File: src/rtl/addsub_pkg.sv
// addsub_pkg
// Definitions shared by the adder-subtractor issue controller and its
// command FIFO:
//   ADDSUB_N      default operand width (must match the adder)
//   ST_*          controller state encoding
//   cmd_width()   width of one queued command word
// Command word layout, MSB to LSB: {op, b, a}
//   a  = word[N-1:0]
//   b  = word[2N-1:N]
//   op = word[2N]      (0 add, 1 subtract)
package addsub_pkg;

    localparam int ADDSUB_N = 4;

    localparam logic [1:0] ST_IDLE  = 2'd0;
    localparam logic [1:0] ST_ISSUE = 2'd1;
    localparam logic [1:0] ST_WAIT  = 2'd2;
    localparam logic [1:0] ST_RESP  = 2'd3;

    function automatic int cmd_width(input int n);
        return 2 * n + 1;
    endfunction

endpackage

File: src/rtl/addsub_issue_ctrl_if.sv
// addsub_issue_ctrl_if
// Bundles the three handshakes around the issue controller:
//   command input   in_valid/in_ready/in_a/in_b/in_op
//   result output   out_valid/out_ready/out_sum/out_cout/out_err
//   adder side      as_a/as_b/as_addsub/as_start -> adder,
//                   as_sum/as_cout/as_done       <- adder
// Modports:
//   slave  - the controller itself
//   master - the environment (command producer, result consumer, adder)
interface addsub_issue_ctrl_if #(
    parameter int N = addsub_pkg::ADDSUB_N
);
    logic         in_valid;
    logic         in_ready;
    logic [N-1:0] in_a;
    logic [N-1:0] in_b;
    logic         in_op;

    logic         out_valid;
    logic         out_ready;
    logic [N-1:0] out_sum;
    logic         out_cout;
    logic         out_err;

    logic [N-1:0] as_a;
    logic [N-1:0] as_b;
    logic         as_addsub;
    logic         as_start;
    logic [N-1:0] as_sum;
    logic         as_cout;
    logic         as_done;

    modport slave (
        input  in_valid, in_a, in_b, in_op, out_ready, as_sum, as_cout, as_done,
        output in_ready, out_valid, out_sum, out_cout, out_err,
               as_a, as_b, as_addsub, as_start
    );

    modport master (
        output in_valid, in_a, in_b, in_op, out_ready, as_sum, as_cout, as_done,
        input  in_ready, out_valid, out_sum, out_cout, out_err,
               as_a, as_b, as_addsub, as_start
    );

endinterface

File: src/rtl/addsub_cmd_fifo.sv
// addsub_cmd_fifo
// Synchronous FIFO holding queued commands. The head entry is always
// visible on rd_data_o; the consumer registers it when it pops.
// Ports:
//   clk, rst     clock, synchronous active-high reset
//   push_i       write wr_data_i (ignored when full)
//   wr_data_i    WIDTH-bit entry
//   pop_i        discard the head entry (ignored when empty)
//   rd_data_o    head entry
//   full_o       DEPTH entries held
//   empty_o      no entries held
//   count_o      occupancy, 0..DEPTH
module addsub_cmd_fifo #(
    parameter int WIDTH = 9,
    parameter int DEPTH = 4
) (
    input  logic                   clk,
    input  logic                   rst,
    input  logic                   push_i,
    input  logic [WIDTH-1:0]       wr_data_i,
    input  logic                   pop_i,
    output logic [WIDTH-1:0]       rd_data_o,
    output logic                   full_o,
    output logic                   empty_o,
    output logic [$clog2(DEPTH):0] count_o
);
    localparam int AW = $clog2(DEPTH);

    // Pointers carry one extra MSB so full and empty are distinguishable
    // when the index bits coincide.
    logic [AW:0]      wr_ptr_q;
    logic [AW:0]      rd_ptr_q;
    logic [WIDTH-1:0] mem [DEPTH];
    logic             do_push;
    logic             do_pop;

    assign empty_o = (wr_ptr_q == rd_ptr_q);
    assign full_o  = (wr_ptr_q[AW] != rd_ptr_q[AW]) &&
                     (wr_ptr_q[AW-1:0] == rd_ptr_q[AW-1:0]);
    assign count_o = wr_ptr_q - rd_ptr_q;

    assign do_push = push_i && !full_o;
    assign do_pop  = pop_i && !empty_o;

    assign rd_data_o = mem[rd_ptr_q[AW-1:0]];

    always_ff @(posedge clk) begin
        if (do_push) begin
            mem[wr_ptr_q[AW-1:0]] <= wr_data_i;
        end
    end

    always_ff @(posedge clk) begin
        if (rst) begin
            wr_ptr_q <= '0;
            rd_ptr_q <= '0;
        end else begin
            if (do_push) begin
                wr_ptr_q <= wr_ptr_q + 1'b1;
            end
            if (do_pop) begin
                rd_ptr_q <= rd_ptr_q + 1'b1;
            end
        end
    end

endmodule

File: src/rtl/addsub_issue_ctrl.sv
// addsub_issue_ctrl
// Queues add/subtract commands and issues them one at a time to a
// start/done adder-subtractor, returning each captured result on a
// valid/ready output. Sequence per command: IDLE/RESP pop -> ISSUE
// (one-cycle as_start) -> WAIT (for as_done) -> RESP (hold until taken).
// Ports:
//   clk, rst   clock, synchronous active-high reset (shared with adder)
//   bus        addsub_issue_ctrl_if.slave: command in, result out, adder
//   busy       a command is queued or in flight
//   count      FIFO occupancy
// Build option:
//   ADDSUB_ISSUE_TIMEOUT_EN - abandon a command after TIMEOUT cycles in
//   WAIT and return sum 0, cout 0, out_err 1. Without it WAIT waits
//   forever and out_err stays 0.
module addsub_issue_ctrl
    import addsub_pkg::*;
#(
    parameter int N       = ADDSUB_N,
    parameter int DEPTH   = 4,
    parameter int TIMEOUT = 15
) (
    input  logic                   clk,
    input  logic                   rst,
    addsub_issue_ctrl_if.slave     bus,
    output logic                   busy,
    output logic [$clog2(DEPTH):0] count
);
    localparam int CW = cmd_width(N);

    generate
        if (DEPTH < 2 || (DEPTH & (DEPTH - 1)) != 0 || TIMEOUT < 1) begin : g_bad_params
            $error("addsub_issue_ctrl: DEPTH must be a power of two >= 2 and TIMEOUT >= 1");
        end
    endgenerate

    logic [CW-1:0] wr_cmd;
    logic [CW-1:0] rd_cmd;
    logic          fifo_full;
    logic          fifo_empty;
    logic          push;
    logic          pop;
    logic          timed_out;

    logic [1:0]    state_q,    state_d;
    logic [N-1:0]  as_a_q,     as_a_d;
    logic [N-1:0]  as_b_q,     as_b_d;
    logic          as_op_q,    as_op_d;
    logic [N-1:0]  out_sum_q,  out_sum_d;
    logic          out_cout_q, out_cout_d;
    logic          out_err_q,  out_err_d;

    assign wr_cmd       = {bus.in_op, bus.in_b, bus.in_a};
    assign bus.in_ready = !fifo_full && !rst;
    assign push         = bus.in_valid && bus.in_ready;

    addsub_cmd_fifo #(
        .WIDTH (CW),
        .DEPTH (DEPTH)
    ) u_fifo (
        .clk       (clk),
        .rst       (rst),
        .push_i    (push),
        .wr_data_i (wr_cmd),
        .pop_i     (pop),
        .rd_data_o (rd_cmd),
        .full_o    (fifo_full),
        .empty_o   (fifo_empty),
        .count_o   (count)
    );

`ifdef ADDSUB_ISSUE_TIMEOUT_EN
    localparam int TW = $clog2(TIMEOUT + 1);
    logic [TW-1:0] wait_cnt_q, wait_cnt_d;

    // Counts completed WAIT cycles; the last allowed cycle is TIMEOUT-1,
    // so WAIT lasts exactly TIMEOUT cycles when no done arrives.
    assign timed_out = (wait_cnt_q == TW'(TIMEOUT - 1));

    always_comb begin
        wait_cnt_d = wait_cnt_q;
        if (state_q == ST_ISSUE) begin
            wait_cnt_d = '0;
        end else if (state_q == ST_WAIT) begin
            wait_cnt_d = wait_cnt_q + 1'b1;
        end
    end

    always_ff @(posedge clk) begin
        if (rst) begin
            wait_cnt_q <= '0;
        end else begin
            wait_cnt_q <= wait_cnt_d;
        end
    end
`else
    assign timed_out = 1'b0;
`endif

    always_comb begin
        state_d    = state_q;
        pop        = 1'b0;
        as_a_d     = as_a_q;
        as_b_d     = as_b_q;
        as_op_d    = as_op_q;
        out_sum_d  = out_sum_q;
        out_cout_d = out_cout_q;
        out_err_d  = out_err_q;

        case (state_q)
            ST_IDLE: begin
                if (!fifo_empty) begin
                    pop     = 1'b1;
                    state_d = ST_ISSUE;
                end
            end
            ST_ISSUE: begin
                state_d = ST_WAIT;
            end
            ST_WAIT: begin
                // A done arriving in the final allowed cycle still wins.
                if (bus.as_done) begin
                    out_sum_d  = bus.as_sum;
                    out_cout_d = bus.as_cout;
                    out_err_d  = 1'b0;
                    state_d    = ST_RESP;
                end else if (timed_out) begin
                    out_sum_d  = '0;
                    out_cout_d = 1'b0;
                    out_err_d  = 1'b1;
                    state_d    = ST_RESP;
                end
            end
            ST_RESP: begin
                if (bus.out_ready) begin
                    if (!fifo_empty) begin
                        pop     = 1'b1;
                        state_d = ST_ISSUE;
                    end else begin
                        state_d = ST_IDLE;
                    end
                end
            end
            default: begin
                state_d = ST_IDLE;
            end
        endcase

        // Operands change only on a pop, i.e. never during ISSUE or WAIT.
        if (pop) begin
            as_a_d  = rd_cmd[N-1:0];
            as_b_d  = rd_cmd[2*N-1:N];
            as_op_d = rd_cmd[2*N];
        end
    end

    always_ff @(posedge clk) begin
        if (rst) begin
            state_q    <= ST_IDLE;
            as_a_q     <= '0;
            as_b_q     <= '0;
            as_op_q    <= 1'b0;
            out_sum_q  <= '0;
            out_cout_q <= 1'b0;
            out_err_q  <= 1'b0;
        end else begin
            state_q    <= state_d;
            as_a_q     <= as_a_d;
            as_b_q     <= as_b_d;
            as_op_q    <= as_op_d;
            out_sum_q  <= out_sum_d;
            out_cout_q <= out_cout_d;
            out_err_q  <= out_err_d;
        end
    end

    assign bus.as_a      = as_a_q;
    assign bus.as_b      = as_b_q;
    assign bus.as_addsub = as_op_q;
    assign bus.as_start  = (state_q == ST_ISSUE);
    assign bus.out_valid = (state_q == ST_RESP);
    assign bus.out_sum   = out_sum_q;
    assign bus.out_cout  = out_cout_q;
    assign bus.out_err   = out_err_q;
    assign busy          = (state_q != ST_IDLE) || !fifo_empty;

endmodule

File: src/flat_wrapper.sv
// flat-port wrapper written by rule: the top's interface ports become plain ports
module addsub_issue_ctrl_flat import addsub_pkg::*;
#(
    parameter int N       = ADDSUB_N,
    parameter int DEPTH   = 4,
    parameter int TIMEOUT = 15
)
  (clk, rst, busy, count, bus_in_valid, bus_in_a, bus_in_b, bus_in_op, bus_out_ready, bus_as_sum, bus_as_cout, bus_as_done, bus_in_ready, bus_out_valid, bus_out_sum, bus_out_cout, bus_out_err, bus_as_a, bus_as_b, bus_as_addsub, bus_as_start);
  addsub_issue_ctrl_if #(.N(N)) bus_i ();
  input  logic clk;
  input  logic rst;
  output logic busy;
  output logic [$clog2(DEPTH):0] count;
  input wire logic [$bits(bus_i.in_valid)-1:0] bus_in_valid;
  input wire logic [$bits(bus_i.in_a)-1:0] bus_in_a;
  input wire logic [$bits(bus_i.in_b)-1:0] bus_in_b;
  input wire logic [$bits(bus_i.in_op)-1:0] bus_in_op;
  input wire logic [$bits(bus_i.out_ready)-1:0] bus_out_ready;
  input wire logic [$bits(bus_i.as_sum)-1:0] bus_as_sum;
  input wire logic [$bits(bus_i.as_cout)-1:0] bus_as_cout;
  input wire logic [$bits(bus_i.as_done)-1:0] bus_as_done;
  output wire logic [$bits(bus_i.in_ready)-1:0] bus_in_ready;
  output wire logic [$bits(bus_i.out_valid)-1:0] bus_out_valid;
  output wire logic [$bits(bus_i.out_sum)-1:0] bus_out_sum;
  output wire logic [$bits(bus_i.out_cout)-1:0] bus_out_cout;
  output wire logic [$bits(bus_i.out_err)-1:0] bus_out_err;
  output wire logic [$bits(bus_i.as_a)-1:0] bus_as_a;
  output wire logic [$bits(bus_i.as_b)-1:0] bus_as_b;
  output wire logic [$bits(bus_i.as_addsub)-1:0] bus_as_addsub;
  output wire logic [$bits(bus_i.as_start)-1:0] bus_as_start;
  assign bus_i.in_valid = bus_in_valid;
  assign bus_i.in_a = bus_in_a;
  assign bus_i.in_b = bus_in_b;
  assign bus_i.in_op = bus_in_op;
  assign bus_i.out_ready = bus_out_ready;
  assign bus_i.as_sum = bus_as_sum;
  assign bus_i.as_cout = bus_as_cout;
  assign bus_i.as_done = bus_as_done;
  assign bus_in_ready = bus_i.in_ready;
  assign bus_out_valid = bus_i.out_valid;
  assign bus_out_sum = bus_i.out_sum;
  assign bus_out_cout = bus_i.out_cout;
  assign bus_out_err = bus_i.out_err;
  assign bus_as_a = bus_i.as_a;
  assign bus_as_b = bus_i.as_b;
  assign bus_as_addsub = bus_i.as_addsub;
  assign bus_as_start = bus_i.as_start;
  addsub_issue_ctrl #(.N(N), .DEPTH(DEPTH), .TIMEOUT(TIMEOUT)) u_core (.clk(clk), .rst(rst), .bus(bus_i), .busy(busy), .count(count));
endmodule
File: config.mk
export PLATFORM = sky130hd
export DESIGN_NAME = addsub_issue_ctrl_flat
export DESIGN_NICKNAME = d
export VERILOG_FILES = /design/src/rtl/addsub_pkg.sv /design/src/rtl/addsub_issue_ctrl_if.sv /design/src/rtl/addsub_cmd_fifo.sv /design/src/rtl/addsub_issue_ctrl.sv /design/src/flat_wrapper.sv
export SDC_FILE = /design/constraint.sdc
export NUM_CORES = 1
export LEC_CHECK = 0
export BUFFER_PORTS_ARGS = -buffer_cell sky130_fd_sc_hd__clkbuf_2
export CAP_MARGIN = 10
export CORE_ASPECT_RATIO = 0.9
export CORE_MARGIN = 2
export CORE_UTILIZATION = 55
export CTS_BUF_LIST = sky130_fd_sc_hd__clkbuf_4 sky130_fd_sc_hd__clkbuf_8 sky130_fd_sc_hd__clkbuf_16
export DETAILED_ROUTE_END_ITERATION = 8
export PLACE_DENSITY = 0.79
export SLEW_MARGIN = 25
export SYNTH_ARGS = -nofsm -noshare
export SYNTH_HDL_FRONTEND = slang
export SYNTH_SLANG_ARGS = --single-unit
File: constraint.sdc
create_clock -name clk -period 4.4 [get_ports clk]
set_input_delay 0.88 -clock clk [delete_from_list [all_inputs] [get_ports clk]]
set_output_delay 0.88 -clock clk [all_outputs]
set_load 0.02 [all_outputs]
# Yosys cells after proc, flatten, opt, wreduce, memory -nomap -nowiden

Memory sizes are Yosys's and may differ from the RTL's. A register that Yosys moved wholly into a read port is not among the register bits.
Index checks and enable logic that the tools add are counted.

Memories: 1
Register bits: 13
Word-level logic and storage cells: 41
Input bits: 19
Output and inout port bits: 22
Bits in writable memories: 36

Memories:

| memory            | depth | width | read ports | clocked after Yosys merged registers in | write ports | RTL line              | RTL |
|---|---|---|---|---|---|---|---|
| u_core.u_fifo.mem | 4     | 9     | 1          | 1                                       | 1           | addsub_cmd_fifo.sv:33 | `logic [WIDTH-1:0] mem [DEPTH];` |

Multiplexer cells: 10
Equal/unequal tests: 9
Reduce and logical (&&, ||, !) cells: 13
Add/subtract/negate cells: 3

Operators with widths:

| kind                                                | count |
|---|---|
| one-hot mux 2 bit (4 select lines)                  | 1 |
| adder 3 x 1 -> 3 bit, second input constant         | 2 |
| 2-to-1 mux 2 bit                                    | 3 |
| inequality test 2 bit, second input constant        | 3 |
| logical AND 1 bit                                   | 5 |
| 2-to-1 mux 1 bit                                    | 5 |
| equality test 2 bit, second input constant          | 2 |
| equality test 3 bit                                 | 1 |
| zero test 1 bit                                     | 3 |
| AND reduction 3 bit                                 | 1 |
| subtractor 3 bit                                    | 1 |
| equality test 2 x 1 -> 1 bit, second input constant | 1 |
| equality test 2 bit                                 | 1 |
| zero test 2 bit                                     | 1 |
| one-hot mux 1 bit (2 select lines)                  | 1 |
| AND reduction 2 bit                                 | 1 |
| nonzero test 2 bit                                  | 1 |
| logical OR 1 bit                                    | 1 |
| inequality test 1 bit                               | 1 |

# Depth between registers and ports, before layout

Word-level depth: 8
Gate-level depth with buffers: 8
Gate-level depth less buffers: 6

# Hierarchy

From an unflattened synthesis, not the netlist that was laid out.

Cells, all modules: 205
Area total of the unflattened synthesis: 2658.8 um^2

By module, submodules not included:

| module            | cells an instance | area each (um^2) | seq. area each (um^2) | instances |
|---|---|---|---|---|
| addsub_cmd_fifo   | 114               | 1885.6           | 1241.2                | 1 |
| addsub_issue_ctrl | 91                | 773.2            | 320.3                 | 1 |

# Least setup slack after synthesis

Ideal clock, no wire load.

Path type: input -> output
Start point: input rst
End point: output bus_in_ready
Path buffers: 2
Slack: 1.948 ns
Cell stages on the path: 3
Required time: 3.520 ns
Arrival time: 1.572 ns
Cell sequence: buf_6 > clkbuf_1 > a31oi_1

Longest elaborated chain between the ends: 2

Ends and longest elaborated chain:

| what              | RTL line                | RTL |
|---|---|---|
| from (decl)       | flat_wrapper.sv:11      | `input logic rst;` |
| zero test 1 bit   | addsub_issue_ctrl.sv:53 | `assign bus.in_ready = !fifo_full && !rst;` |
| logical AND 1 bit | addsub_issue_ctrl.sv:53 |  |
| to (decl)         | flat_wrapper.sv:22      | `output wire logic [$bits(bus_i.in_ready)-1:0] bus_in_ready;` |

No other way between the ends.

# Worst setup path in the final report

Start point: register u_core.u_fifo.rd_ptr_q[0]
End point: output count[1]

Longest elaborated chain between the ends: 1

Ends and longest elaborated chain:

| what                   | RTL line              | RTL |
|---|---|---|
| from (decl)            | addsub_cmd_fifo.sv:32 | `logic [AW:0] rd_ptr_q;` |
| from (signal assigned) | addsub_cmd_fifo.sv:62 | `rd_ptr_q <= rd_ptr_q + 1'b1;` |
| subtractor 3 bit       | addsub_cmd_fifo.sv:40 | `assign count_o = wr_ptr_q - rd_ptr_q;` |
| to (decl)              | flat_wrapper.sv:13    | `output logic [$clog2(DEPTH):0] count;` |

No other way between the ends.

==> results by group <==
Placement
  – Hpwl dp: 2670 um
  – Final GP Congestion: 0.761
  – # placed instances: 266
  – PortBufs: 39

Yosys
  – FF+latch count, synth: 58
  – Warning count from the yosys run: 0
  – Mapped Nets: 204
  – Seq/Total Area, Yosys: 0.609
  – Gate Count Post-Synth: 172
  – Library cells used by synthesis: 34
  – Syn Area/Cell: 14.5 um^2
  – Post-Syn Area: 0.00250 mm^2

Routing
  – DR vias/cell: 5.11
  – 1st-iter DRT viols: 44
  – Wirelength, routed: 3940 um
  – Pre-Repair DR Iteration Count: 4
  – DRC violations left: 0
  – WL per Instance: 14.0 um
  – ANT nets after route: 0
  – DR vias: 1,442

Worst setup path
  – Worst Setup SP: u_core.u_fifo.rd_ptr_q[0]
  – Worst Setup Path Type: reg2out
  – Crit end category: output pin
  – CP Cell Sequence: ha_1, fa_1, inv_1, clkbuf_2
  – R2R setup slack: 1.82 ns
  – CP arrival: 2.04 ns
  – Max incr delay on CP: 0.80 ns
  – Worst setup SP type: flop
  – Maximum fanout along the worst path: 12
  – Required time worst endpoint: 3.52 ns
  – Worst reg2reg startpoint: u_core.u_fifo.rd_ptr_q[0]
  – Slowest cell on the critical path: dfxtp_1

Status
  – Outcome: complete, no violations

GRT
  – Total congestion overflow: 0
  – First-pass GRT wire length: 6180 um
  – Vias in the first global route: 1,358
  – Pin count of the biggest net entering global routing: 25
  – Antenna violations before repair: 0
  – All-Layer GR Usage: 0.177

Floorplan
  – Top-Level Pins: 41
  – Full die area: 0.00510 mm^2
  – Core area: 0.00440 mm^2
  – Cell Rows: 23
  – Starting Density: 0.567
  – Die W: 75.0 um
  – Die Y: 67.9 um

Timing
  – Tcrit/Tclk final: 0.664
  – Fin crit period: 2.92 ns
  – Hold Vio Cnt, Final: 0
  – Slew HR: 0.508
  – Max-slew violation count: 0
  – Least-Margin Pin Slew: 0.736 ns
  – Setup TNS: 0 ns
  – Final setup fails: 0
  – Setup repair after global routing missed its margin: false
  – Max Fclk: 0.342 GHz
  – WHS: 0.458 ns
  – Final Skew: 0.00519 ns

Job
  – Max Cap Viol: 0

Min path
  – Worst Hold Class: reg2reg
  – Worst Min Path Start: u_core.bus.out_sum[1]

CTS
  – Num CTS Buffers: 9
  – Hold-fix buffers, CTS: 0
  – Clock slew at reported path FFs: 0.06 ns
  – Sink Count: 58
  – Root Buffer: clkbuf_8
  – # resized after CTS: 0
  – H-tree depth: 3
  – Worst skew pair latency: 0.33 ns
  – Longest Clk Path Bufs: 2
  – CTS tree: done
  – Setup Buffers After CTS: 0

Layout
  – Layout cell share with drive strength beyond 1: 0.305
  – Area growth, synth to finish: 15.7%
  – Layout net count: 247
  – Final cell count without fillers: 282
  – Number of diodes: 0
  – Area taken by multi-input logic gates: 863 um^2
  – Register Area: 0.00152 mm^2
  – Fillers: 338

Power and ir drop
  – Pwr/cell area: 567 mW/mm^2
  – Leakage Power: 1.12 nW
  – Max IR drop VDD: 0.000371 V
==> worst paths after layout <==
check,to,depth (start not counted)
worst max-delay path,count[1],4
worst min-delay path,u_core.bus.out_sum[1],2
worst max register to register,u_core.u_fifo.mem[0][3],3
worst min register to register,u_core.bus.out_sum[1],2
==> power by group <==
part	internal, mW	leakage (nW)	total [mW]	switching, mW
combinational	0.220	0.519	0.479	0.260
clock	0.272	0.0962	0.470	0.198
sequential	0.630	0.506	0.690	0.0599
==> synthesized netlist by cell type <==
library cell	n	area (um^2)
edfxtp_1	36	1080
dfxtp_1	22	440
nor2_1	16	60.1
ha_1	12	150
mux2i_1	11	110
inv_1	10	37.5
nand2_1	10	37.5
mux4_2	9	203
a21oi_1	8	40.0
nand3_1	7	35.0
and2_1	4	25.0
buf_4	2	15.0
buf_6	2	22.5
nand2b_1	2	12.5
xnor2_1	2	17.5
a21bo_1	1	10.0
a21o_1	1	7.51
a311o_1	1	10.0
a311oi_4	1	26.3
a31o_1	1	8.76
a31oi_1	1	6.26
buf_12	1	20.0
clkbuf_1	1	3.75
clkbuf_8	1	13.8
conb_1	1	3.75
fa_1	1	20.0
nand3b_1	1	7.51
nor2b_1	1	6.26
o2111ai_1	1	8.76
o211a_4	1	17.5
o211ai_1	1	7.51
o31ai_1	1	7.51
xor2_1	1	8.76
xor2_2	1	16.3
==> registers in the layout (all words and copies together), names as in the netlist <==
signal and flops:
u_core.bus.as_b 4, u_core.bus.as_a 4, u_core.u_fifo.wr_ptr_q 3, u_core.bus.out_cout 1, u_core.bus.as_addsub 1, u_core.state_q 2
u_core.bus.out_sum 4, u_core.u_fifo.rd_ptr_q 3, u_core.u_fifo.mem 36
==> cell usage in the layout (no fill, tap or decap) <==
cell	synthesis	routed
conb_1	1	1
dfxtp_1	22	22
o2111ai_1	1	1
nand2_1	10	10
a311oi_4	1	1
clkbuf_8	1	9
clkbuf_4	0	2
clkbuf_2	0	39
fa_1	1	1
o211ai_1	1	1
a31oi_1	1	1
mux4_2	9	9
bufinv_16	0	1
a21o_1	1	1
xor2_2	1	1
and2_1	4	4
o31ai_1	1	1
clkinvlp_4	0	2
nand2b_1	2	2
inv_1	10	10
nand3b_1	1	1
xor2_1	1	1
nor2_1	16	16
o211a_4	1	1
clkinv_2	0	2
mux2i_1	11	11
a21oi_1	8	8
nand3_1	7	7
ha_1	12	12
a311o_1	1	1
a21bo_1	1	1
nor2b_1	1	1
a31o_1	1	1
xnor2_1	2	2
edfxtp_1	36	36
==> layout make-up <==
class                   count  share of cell area
repair buffers             39              0.0676
clock inverters             5              0.0191
well taps                  62              0.0269
multi-input cells          97               0.299
clock buffers              11              0.0481
flip-flops and latches     58               0.527
inverters                  10              0.0130
==> metal layers <==
layer | up-vias | GRT usage | share of wire
met1 | 691 | 0.186 | 0.41
met3 | 2 | 0.102 | 0.063
met2 | 45 | 0.302 | 0.52
met5 | - | 0 | 0
li1 | 704 | - | -
met4 | 0 | 0.0558 | 0.0025
==> cells by family after synthesis <==
group,count (synthesis),synth area share
fa+ha+maj,13,0.0681
buf+inv,17,0.0451
xor+xnor,4,0.0170
other cells,1,0.00150
simple gates,41,0.0736
compound gates,18,0.0601
mux,20,0.125
flops,58,0.609
==> stage by stage <==
stage | instance area, um^2 | setup slack, ns | utilization | total power [mW]
global placement | 2700 | 1.82 | 0.612 | 1.18
floorplan | 2500 | 1.95 | - | 1.11
CTS | 2890 | 1.43 | 0.656 | 1.66
finish | 2890 | 1.48 | 0.656 | 1.64
global route | 2890 | 1.27 | 0.656 | 1.74
detailed placement | 2700 | 1.76 | 0.612 | 1.19
==> critical path: cells and delay by family (launching register included) <==
kind	cells	cell delay (ns)
buffers and inverters	2	0.22
adder cells (fa/ha/maj)	2	0.70
flip-flops	1	0.80
(Power assumes the default switching activity.)
